### src/rtl/cpu_step_ctrl.sv
// cpu_step_ctrl: one-cycle cpu_en pulse generator for the single-cycle CPU (halt / free-run / single-step / run-to-breakpoint).
// Latency: first free-run pulse div+1 cycles after RUN entry; button press to pulse is 2 + DEBOUNCE_CYC + 3 cycles.
// Backpressure: none; the CPU takes every pulse, and step requests that arrive in a state that cannot use them are dropped.
//
// Ports:
//   clk_100MHz  board clock, the only clock
//   rst         asynchronous active-low reset
//   mode        00 halt, 01 free-run, 10 single-step, 11 run-to-breakpoint
//   div         free-run period is div+1 cycles
//   step_btn    raw asynchronous push button, active high
//   bp_addr/PC  breakpoint address and current CPU PC
//   cpu_en      registered one-cycle enable pulse
//   halted      registered, 1 while the controller sits in IDLE or BREAK
//   step_cnt    registered count of issued pulses
// Build option: define CPU_STEP_CNT_EN to build the pulse counter; without it step_cnt is tied to zero.

module cpu_step_ctrl #(
    parameter int DIV_W        = 24,
    parameter int DEBOUNCE_CYC = 1000000,
    parameter int PC_W         = 32
) (
    input  logic             clk_100MHz,
    input  logic             rst,
    input  logic [1:0]       mode,
    input  logic [DIV_W-1:0] div,
    input  logic             step_btn,
    input  logic [PC_W-1:0]  bp_addr,
    input  logic [PC_W-1:0]  PC,
    output logic             cpu_en,
    output logic             halted,
    output logic [31:0]      step_cnt
);

    localparam int DB_W = $clog2(DEBOUNCE_CYC);
    localparam logic [DB_W-1:0] DB_LAST = DB_W'(DEBOUNCE_CYC - 1);

    localparam logic [1:0] MODE_HALT = 2'b00;
    localparam logic [1:0] MODE_FREE = 2'b01;
    localparam logic [1:0] MODE_STEP = 2'b10;
    localparam logic [1:0] MODE_BRK  = 2'b11;

    typedef enum logic [1:0] {
        S_IDLE  = 2'd0,
        S_RUN   = 2'd1,
        S_STEP  = 2'd2,
        S_BREAK = 2'd3
    } state_t;

    // ------------------------------------------------------------------
    // Button path: synchroniser, debounce, rising-edge detect
    // ------------------------------------------------------------------
    logic            btn_meta_q, btn_meta_d;
    logic            btn_sync_q, btn_sync_d;
    logic [DB_W-1:0] db_cnt_q,   db_cnt_d;
    logic            db_lvl_q,   db_lvl_d;
    logic            db_prev_q,  db_prev_d;
    logic            step_req_q, step_req_d;

    always_comb begin
        btn_meta_d = step_btn;
        btn_sync_d = btn_meta_q;
        db_cnt_d   = '0;
        db_lvl_d   = db_lvl_q;
        // The counter only runs while the synchronised level disagrees with
        // the debounced level; any agreement restarts the stability window.
        if (btn_sync_q != db_lvl_q) begin
            if (db_cnt_q == DB_LAST) begin
                db_lvl_d = ~db_lvl_q;
            end else begin
                db_cnt_d = db_cnt_q + DB_W'(1);
            end
        end
        db_prev_d  = db_lvl_q;
        step_req_d = db_lvl_q & ~db_prev_q;
    end

    always_ff @(posedge clk_100MHz or negedge rst) begin
        if (!rst) begin
            btn_meta_q <= 1'b0;
            btn_sync_q <= 1'b0;
            db_cnt_q   <= '0;
            db_lvl_q   <= 1'b0;
            db_prev_q  <= 1'b0;
            step_req_q <= 1'b0;
        end else begin
            btn_meta_q <= btn_meta_d;
            btn_sync_q <= btn_sync_d;
            db_cnt_q   <= db_cnt_d;
            db_lvl_q   <= db_lvl_d;
            db_prev_q  <= db_prev_d;
            step_req_q <= step_req_d;
        end
    end

    // ------------------------------------------------------------------
    // Control FSM
    // ------------------------------------------------------------------
    state_t           state_q, state_d;
    logic [DIV_W-1:0] div_cnt_q, div_cnt_d;
    logic             cpu_en_q, cpu_en_d;
    logic             halted_q, halted_d;

    logic run_mode;
    logic bp_hit;
    logic div_hit;

    assign run_mode = (mode == MODE_FREE) || (mode == MODE_BRK);
    assign bp_hit   = (mode == MODE_BRK) && (PC == bp_addr);
    // >= rather than == so a div lowered below the running count fires at once.
    assign div_hit  = (div_cnt_q >= div);

    // State register
    always_ff @(posedge clk_100MHz or negedge rst) begin
        if (!rst) begin
            state_q <= S_IDLE;
        end else begin
            state_q <= state_d;
        end
    end

    // Next-state logic
    always_comb begin
        state_d = state_q;
        unique case (state_q)
            S_IDLE: begin
                if (run_mode) begin
                    state_d = S_RUN;
                end else if ((mode == MODE_STEP) && step_req_q) begin
                    state_d = S_STEP;
                end
            end
            S_RUN: begin
                if (!run_mode) begin
                    state_d = S_IDLE;
                end else if (bp_hit) begin
                    state_d = S_BREAK;
                end
            end
            S_STEP: begin
                state_d = (mode == MODE_BRK) ? S_BREAK : S_IDLE;
            end
            S_BREAK: begin
                if (step_req_q) begin
                    state_d = S_STEP;
                end else if (mode != MODE_BRK) begin
                    state_d = S_IDLE;
                end
            end
            default: state_d = S_IDLE;
        endcase
    end

    // Output logic: pulse and divider decisions, registered below
    always_comb begin
        cpu_en_d  = 1'b0;
        div_cnt_d = '0;
        halted_d  = (state_q == S_IDLE) || (state_q == S_BREAK);
        unique case (state_q)
            S_RUN: begin
                // A breakpoint match suppresses the pulse due this cycle, and
                // a mode leaving free-run stops pulses straight away.
                if (run_mode && !bp_hit) begin
                    if (div_hit) begin
                        cpu_en_d = 1'b1;
                    end else begin
                        div_cnt_d = div_cnt_q + DIV_W'(1);
                    end
                end
            end
            S_STEP: begin
                cpu_en_d = 1'b1;
            end
            default: begin
                cpu_en_d = 1'b0;
            end
        endcase
    end

    always_ff @(posedge clk_100MHz or negedge rst) begin
        if (!rst) begin
            div_cnt_q <= '0;
            cpu_en_q  <= 1'b0;
            halted_q  <= 1'b1;
        end else begin
            div_cnt_q <= div_cnt_d;
            cpu_en_q  <= cpu_en_d;
            halted_q  <= halted_d;
        end
    end

    assign cpu_en = cpu_en_q;
    assign halted = halted_q;

    // ------------------------------------------------------------------
    // Pulse counter
    // ------------------------------------------------------------------
`ifdef CPU_STEP_CNT_EN
    logic [31:0] step_cnt_q, step_cnt_d;

    // Wraps naturally at 2^32-1.
    always_comb begin
        step_cnt_d = step_cnt_q + {31'd0, cpu_en_q};
    end

    always_ff @(posedge clk_100MHz or negedge rst) begin
        if (!rst) begin
            step_cnt_q <= 32'd0;
        end else begin
            step_cnt_q <= step_cnt_d;
        end
    end

    assign step_cnt = step_cnt_q;
`else
    assign step_cnt = 32'd0;
`endif

endmodule

### config.mk
export PLATFORM = sky130hd
export DESIGN_NAME = cpu_step_ctrl
export DESIGN_NICKNAME = d
export VERILOG_FILES = /design/src/rtl/cpu_step_ctrl.sv
export SDC_FILE = /design/constraint.sdc
export NUM_CORES = 1
export LEC_CHECK = 0
export ABC_AREA = 1
export CAP_MARGIN = 20
export CORE_ASPECT_RATIO = 1.1
export CORE_MARGIN = 10
export CORE_UTILIZATION = 40
export DETAILED_ROUTE_END_ITERATION = 6
export DONT_BUFFER_PORTS = 1
export PLACE_DENSITY_LB_ADDON = 0.1
export SYNTH_ARGS = -nofsm -noshare
export SYNTH_HDL_FRONTEND = slang
export SYNTH_SLANG_ARGS = --single-unit
export TNS_END_PERCENT = 50
### constraint.sdc
create_clock -name clk_100MHz -period 1.8 [get_ports clk_100MHz]
set_clock_uncertainty 0.05 [all_clocks]
set_input_delay 0.45 -clock clk_100MHz [delete_from_list [all_inputs] [get_ports clk_100MHz]]
set_output_delay 0.45 -clock clk_100MHz [all_outputs]
set_load 0.05 [all_outputs]
### Word level (Yosys, flattened, before mapping)

Cells that the tools add are included.

* $add $sub $neg: 2
* $mul: 0
* divide/modulo/power cells: 0
* $lt $le $gt $ge: 1
* equality and inequality tests: 13
* shifts and indexed selects: 0
* mux-type cells: 16
* bitwise logic cells: 3
* reductions and logical operators: 9

Operators by type and width (count)
* 24-bit two-way mux: 3
* 20-bit two-way mux: 2
* 32-bit == test: 1
* 24-bit by 1-bit adder with 24-bit output (second input constant): 1
* 24-bit >= comparator: 1
* 20-bit by 1-bit adder with 20-bit output (second input constant): 1
* 20-bit == test (second input constant): 1
* 2-bit two-way mux: 7
* 3-bit inequality test (second input constant): 3
* 2-bit == test (second input constant): 4
* 2-bit case mux with 4 select lines: 1
* 2-bit by 1-bit == test with 1-bit output (second input constant): 2
* 1-bit logical AND: 3
* 3-bit AND reduction: 1
* 2-bit logical NOT: 1
* 1-bit logical OR: 2
* 1-bit two-way mux: 2
* 2-bit inequality test (second input constant): 1
* 1-bit inverter: 2
* 1-bit case mux with 2 select lines: 1
* 2-bit AND reduction: 1
* 1-bit bitwise AND: 1
* 1-bit logical NOT: 1
* 1-bit inequality test: 1

* register bits after elaboration: 53
* bits in latches: 0
* RAM bits: 0
* ROM bits: 0
* bits of input ports: 93
* output and inout bits: 34
* logic and storage cells: 54
* memories kept: 0

### Logic depth before layout (Yosys ltp)

* depth after elaboration: 6
* gate-level depth with buffers: 13

### Least setup slack after synthesis

No wires, ideal clock.

* path kind: input to register
* from: input port div[23]
* to: register div_cnt_q[10]
* data arrival time: 1.628 ns
* data required time: 1.681 ns
* slack: 0.054 ns
* cell stages on the path: 9
* path through: inv_1 > ha_1 > a21o_1 > nor2_1 > nand2_1 > a21oi_2 > nand4_4 > buf_8 > nor2_2

* cells in the longest elaborated chain, start to end: 4

RTL lines
* start, declared: RTL line 25 `input logic [DIV_W-1:0] div,`
* 24-bit >= comparator: RTL line 110 `assign div_hit = (div_cnt_q >= div);`
* 24-bit two-way mux: RTL line 163 `if (div_hit) begin`
* 24-bit two-way mux: RTL line 162 `if (run_mode && !bp_hit) begin`
* 24-bit two-way mux: RTL line 158 `unique case (state_q)`
* net div_cnt_d[10]: RTL line 99 `logic [DIV_W-1:0] div_cnt_q, div_cnt_d;`
* end signal, assigned: RTL line 185 `div_cnt_q <= div_cnt_d;`
* end, declared: RTL line 99

The timed path passes the listed nets, and every way through them passes these cells.
A chain may end at the register's enable or synchronous reset.

### Worst setup path in the final report

* from: register div_cnt_q[11]
* to: register div_cnt_q[13]

* cells in the longest elaborated chain, start to end: 4
* elaborated cells on any way between the ends: 5

RTL lines (RTL line)
* 24-bit by 1-bit adder with 24-bit output or 24-bit >= comparator (tied branches): 166, 110
* 24-bit two-way mux (*): 163
* 24-bit two-way mux (*): 162
* 24-bit two-way mux (*): 158
* net div_cnt_d[13]: 99

The timed path passes the listed nets; every way through them passes the cells marked *.

==> metrics.txt <==
area share of the largest cell type after synthesis=30.1%; RSZ-0062 raised after global routing=true; Max IR drop VDD=0.324 mV; largest family of logic cells by synthesized area=simple AND/OR/NAND/NOR gates; fmax=0.549 GHz; Root Buffer=clkbuf_16; total power=3.08 mW; DR vias/cell=4.54; largest net degree at the start of global routing=54; Post-Synth Adder-Cell Area=8.68%; Max-cap violations=0; post-route ant nets=0; placement row count=39; min Tclk post-route=1.82 ns; register area share after synthesis=30.7%; area growth from synthesis to final layout=15.2%; via count=3557; Clock Path Buffers=2; status=finished, violations left; core region area=10500 µm²; commonest non-fill, non-tap cell in the layout=nand2_1; most common flop cell mapped by yosys=dfrtp_1; CTS tree=yes; post-synthesis simple-gate area fraction=33.1%; n_diodes=0; mux cell area share after synthesis=0.260%; Critical Path RT=1.93 ns; ranking of synthesized cells by area=dfrtp_1 (30%), nand2_1 (12%), inv_1 (8.8%); H-tree levels=2; violated checks=negative setup slack; Cell variety after synth=41; Final #Nets=763; number of synthesis warnings=0; Seq cells post-synth=53; Pleak=2.58 nW; pwr dens=618 nW/µm²; DR WL/cell=12.8 µm; Setup CP Type=flop to flop; Initial Utilization=41.2%; Synth Area in Compound Gates=4.08%; pre-CTS worst setup slack=-0.235 ns; Synth Area in XOR/XNOR=7.90%; 1st-iter DRT viols=113; DR pass1 iterations=4; final worst slack=-0.0230 ns; number of global-route vias before repair=3626; DP HPWL=8530 µm; clk_lat worst skew=0.29 ns; ratio of final minimum period to clock period=101%; DIE AREA=15400 µm²; clock slew at reported path FFs=0.07 ns; Post-Syn Area per Cell=7.25 µm²; PortBufs=0; post-synth top area cell=dfrtp_1; GRT Overall Usage=13.1%; Gate Count Post-Synth=597; first-pass GRT wire length=16900 µm; async set-reset flop share out of synthesis=100%; total CTS buffers=5; # IOs=127; Cell Area, Synth=4330 µm²; crit end category=flop; grt total ovfl=0; Post-Route WL=10100 µm; crit path launch type=flop; initial antenna violation count=0; DR DRC count=0; post-layout util=47.5%; CP max FO=11; die height=129 µm; clk sink count=53; ratio of cells with drive above 1 in the final layout=16.5%; GP Congestion=0.826; Pins Over Slew Limit=0; setup violators final=19; Critical Path AT=1.95 ns; Post-synth EDFFs=0; Min-Delay Path Class=input pin to flop; commonest non-fill, non-tap cells in the layout=nand2_1 (135), inv_1 (100), nor2_1 (79), dfrtp_1 (52), buf_4 (34); Die W=119 µm; final hold violations=0
worst max-delay path: stages, from the launching register on:
cell and delay (ns):
dfrtp_1 0.42, ha_4 0.28, nand2_1 0.05, inv_2 0.05, buf_4 0.09, nand4_1 0.15, nor2_2 0.17, nand2_2 0.10
nand4_4 0.16, buf_12 0.15, nor2_1 0.05
worst paths after layout:
path / start / end / slack [ns] / cells past startpoint
worst max-delay path: div_cnt_q[11]$_DFF_PN0_ / div_cnt_q[13]$_DFF_PN0_ / -0.02 / 10
worst max register to register: div_cnt_q[11]$_DFF_PN0_ / div_cnt_q[13]$_DFF_PN0_ / -0.02 / 10
worst min-delay path: step_btn / btn_meta_q$_DFF_PN0_ / 0.13 / 0
max in group asynchronous: rst / halted$_DFF_PN1_ / 0.79 / 2
min in group asynchronous: rst / db_cnt_q[14]$_DFF_PN0_ / 0.61 / 2
worst min register to register: btn_meta_q$_DFF_PN0_ / btn_sync_q$_DFF_PN0_ / 0.32 / 0
cell families (layout without fill, tap and decap cells):
logic type	after synthesis	in the layout
AND/OR/NAND/NOR	303	303
buffers and inverters	138	151
flip-flops	53	53
XOR/XNOR	39	39
AO/OA/AOI/OAI	32	32
adder cells (fa/ha/maj)	30	30
other	1	32
multiplexers	1	1
final cells by class:
cell class	count	area, µm²
timing repair buffer	39	344
clock inverter	3	17.5
tap	143	179
multi-input combinational	437	2600
fill	1104	5510
inverter	104	390
sequential	53	1330
clock buffer	5	125
registers in the layout, indices dropped and copies added (netlist names):
| name | flops |
|---|---|
| cpu_en | 1 |
| btn_meta_q | 1 |
| step_req_q | 1 |
| db_lvl_q | 1 |
| btn_sync_q | 1 |
| state_q | 2 |
| halted | 1 |
| db_cnt_q | 20 |
| div_cnt_q | 24 |
| db_prev_q | 1 |
what timing repair did:
item / CTS / global route
setup buffers: 1 / 4
gates resized for setup: 10 / 15
hold buffers: 2 / 0
setup endpoints to repair: 25 / 25
endpoints found under the hold margin: 53 / 0
pin swaps: 6 / 10
where the power goes:
| part | internal, mW | switching, mW | leakage, nW |
|---|---|---|---|
| clock | 0.511 | 0.438 | 0.0696 |
| combinational | 0.253 | 0.490 | 1.78 |
| sequential | 1.26 | 0.124 | 0.726 |
layer usage:
metal	part of all wire [%]	up-vias	routed length [µm]	global-route usage, %
met5	0	-	0	0
li1	-	1865	-	-
met2	54	55	5440	24.6
met1	41	1630	4150	15.0
met3	4.0	7	398	2.43
met4	0.87	0	88	2.88
Yosys cell counts, types with 2 or more instances:
cell type and instances:
nand3_2 3, nand2_2 2, inv_2 2, nor2_1 84, o22ai_1 2, nor2_2 13, ha_1 30, nand3_1 18
nor3_2 2, buf_4 32, nor4_1 6, nor3_1 8, o21ai_0 9, dfrtp_1 52, xnor2_1 14, xor2_1 25
nor2_4 3, nand4_4 2, a22oi_1 2, a21oi_1 15, inv_1 101, nand4_1 10, nor3_4 4, nand2_1 141
through the flow:
stage | hold WS (ns) | setup TNS, ns | instance area (µm²) | std cells
2_1_floorplan | 0.104 | 0 | 4440 | 628
3_3_place_gp | 0.107 | -5.01 | 4620 | 769
3_5_place_dp | 0.107 | -5.28 | 4620 | 769
4_1_cts | 0.128 | -0.857 | 4870 | 780
5_1_grt | 0.120 | -2.99 | 4980 | 784
6_report | 0.135 | -0.222 | 4980 | 784
Note: power is estimated with default switching activity, not from simulation.
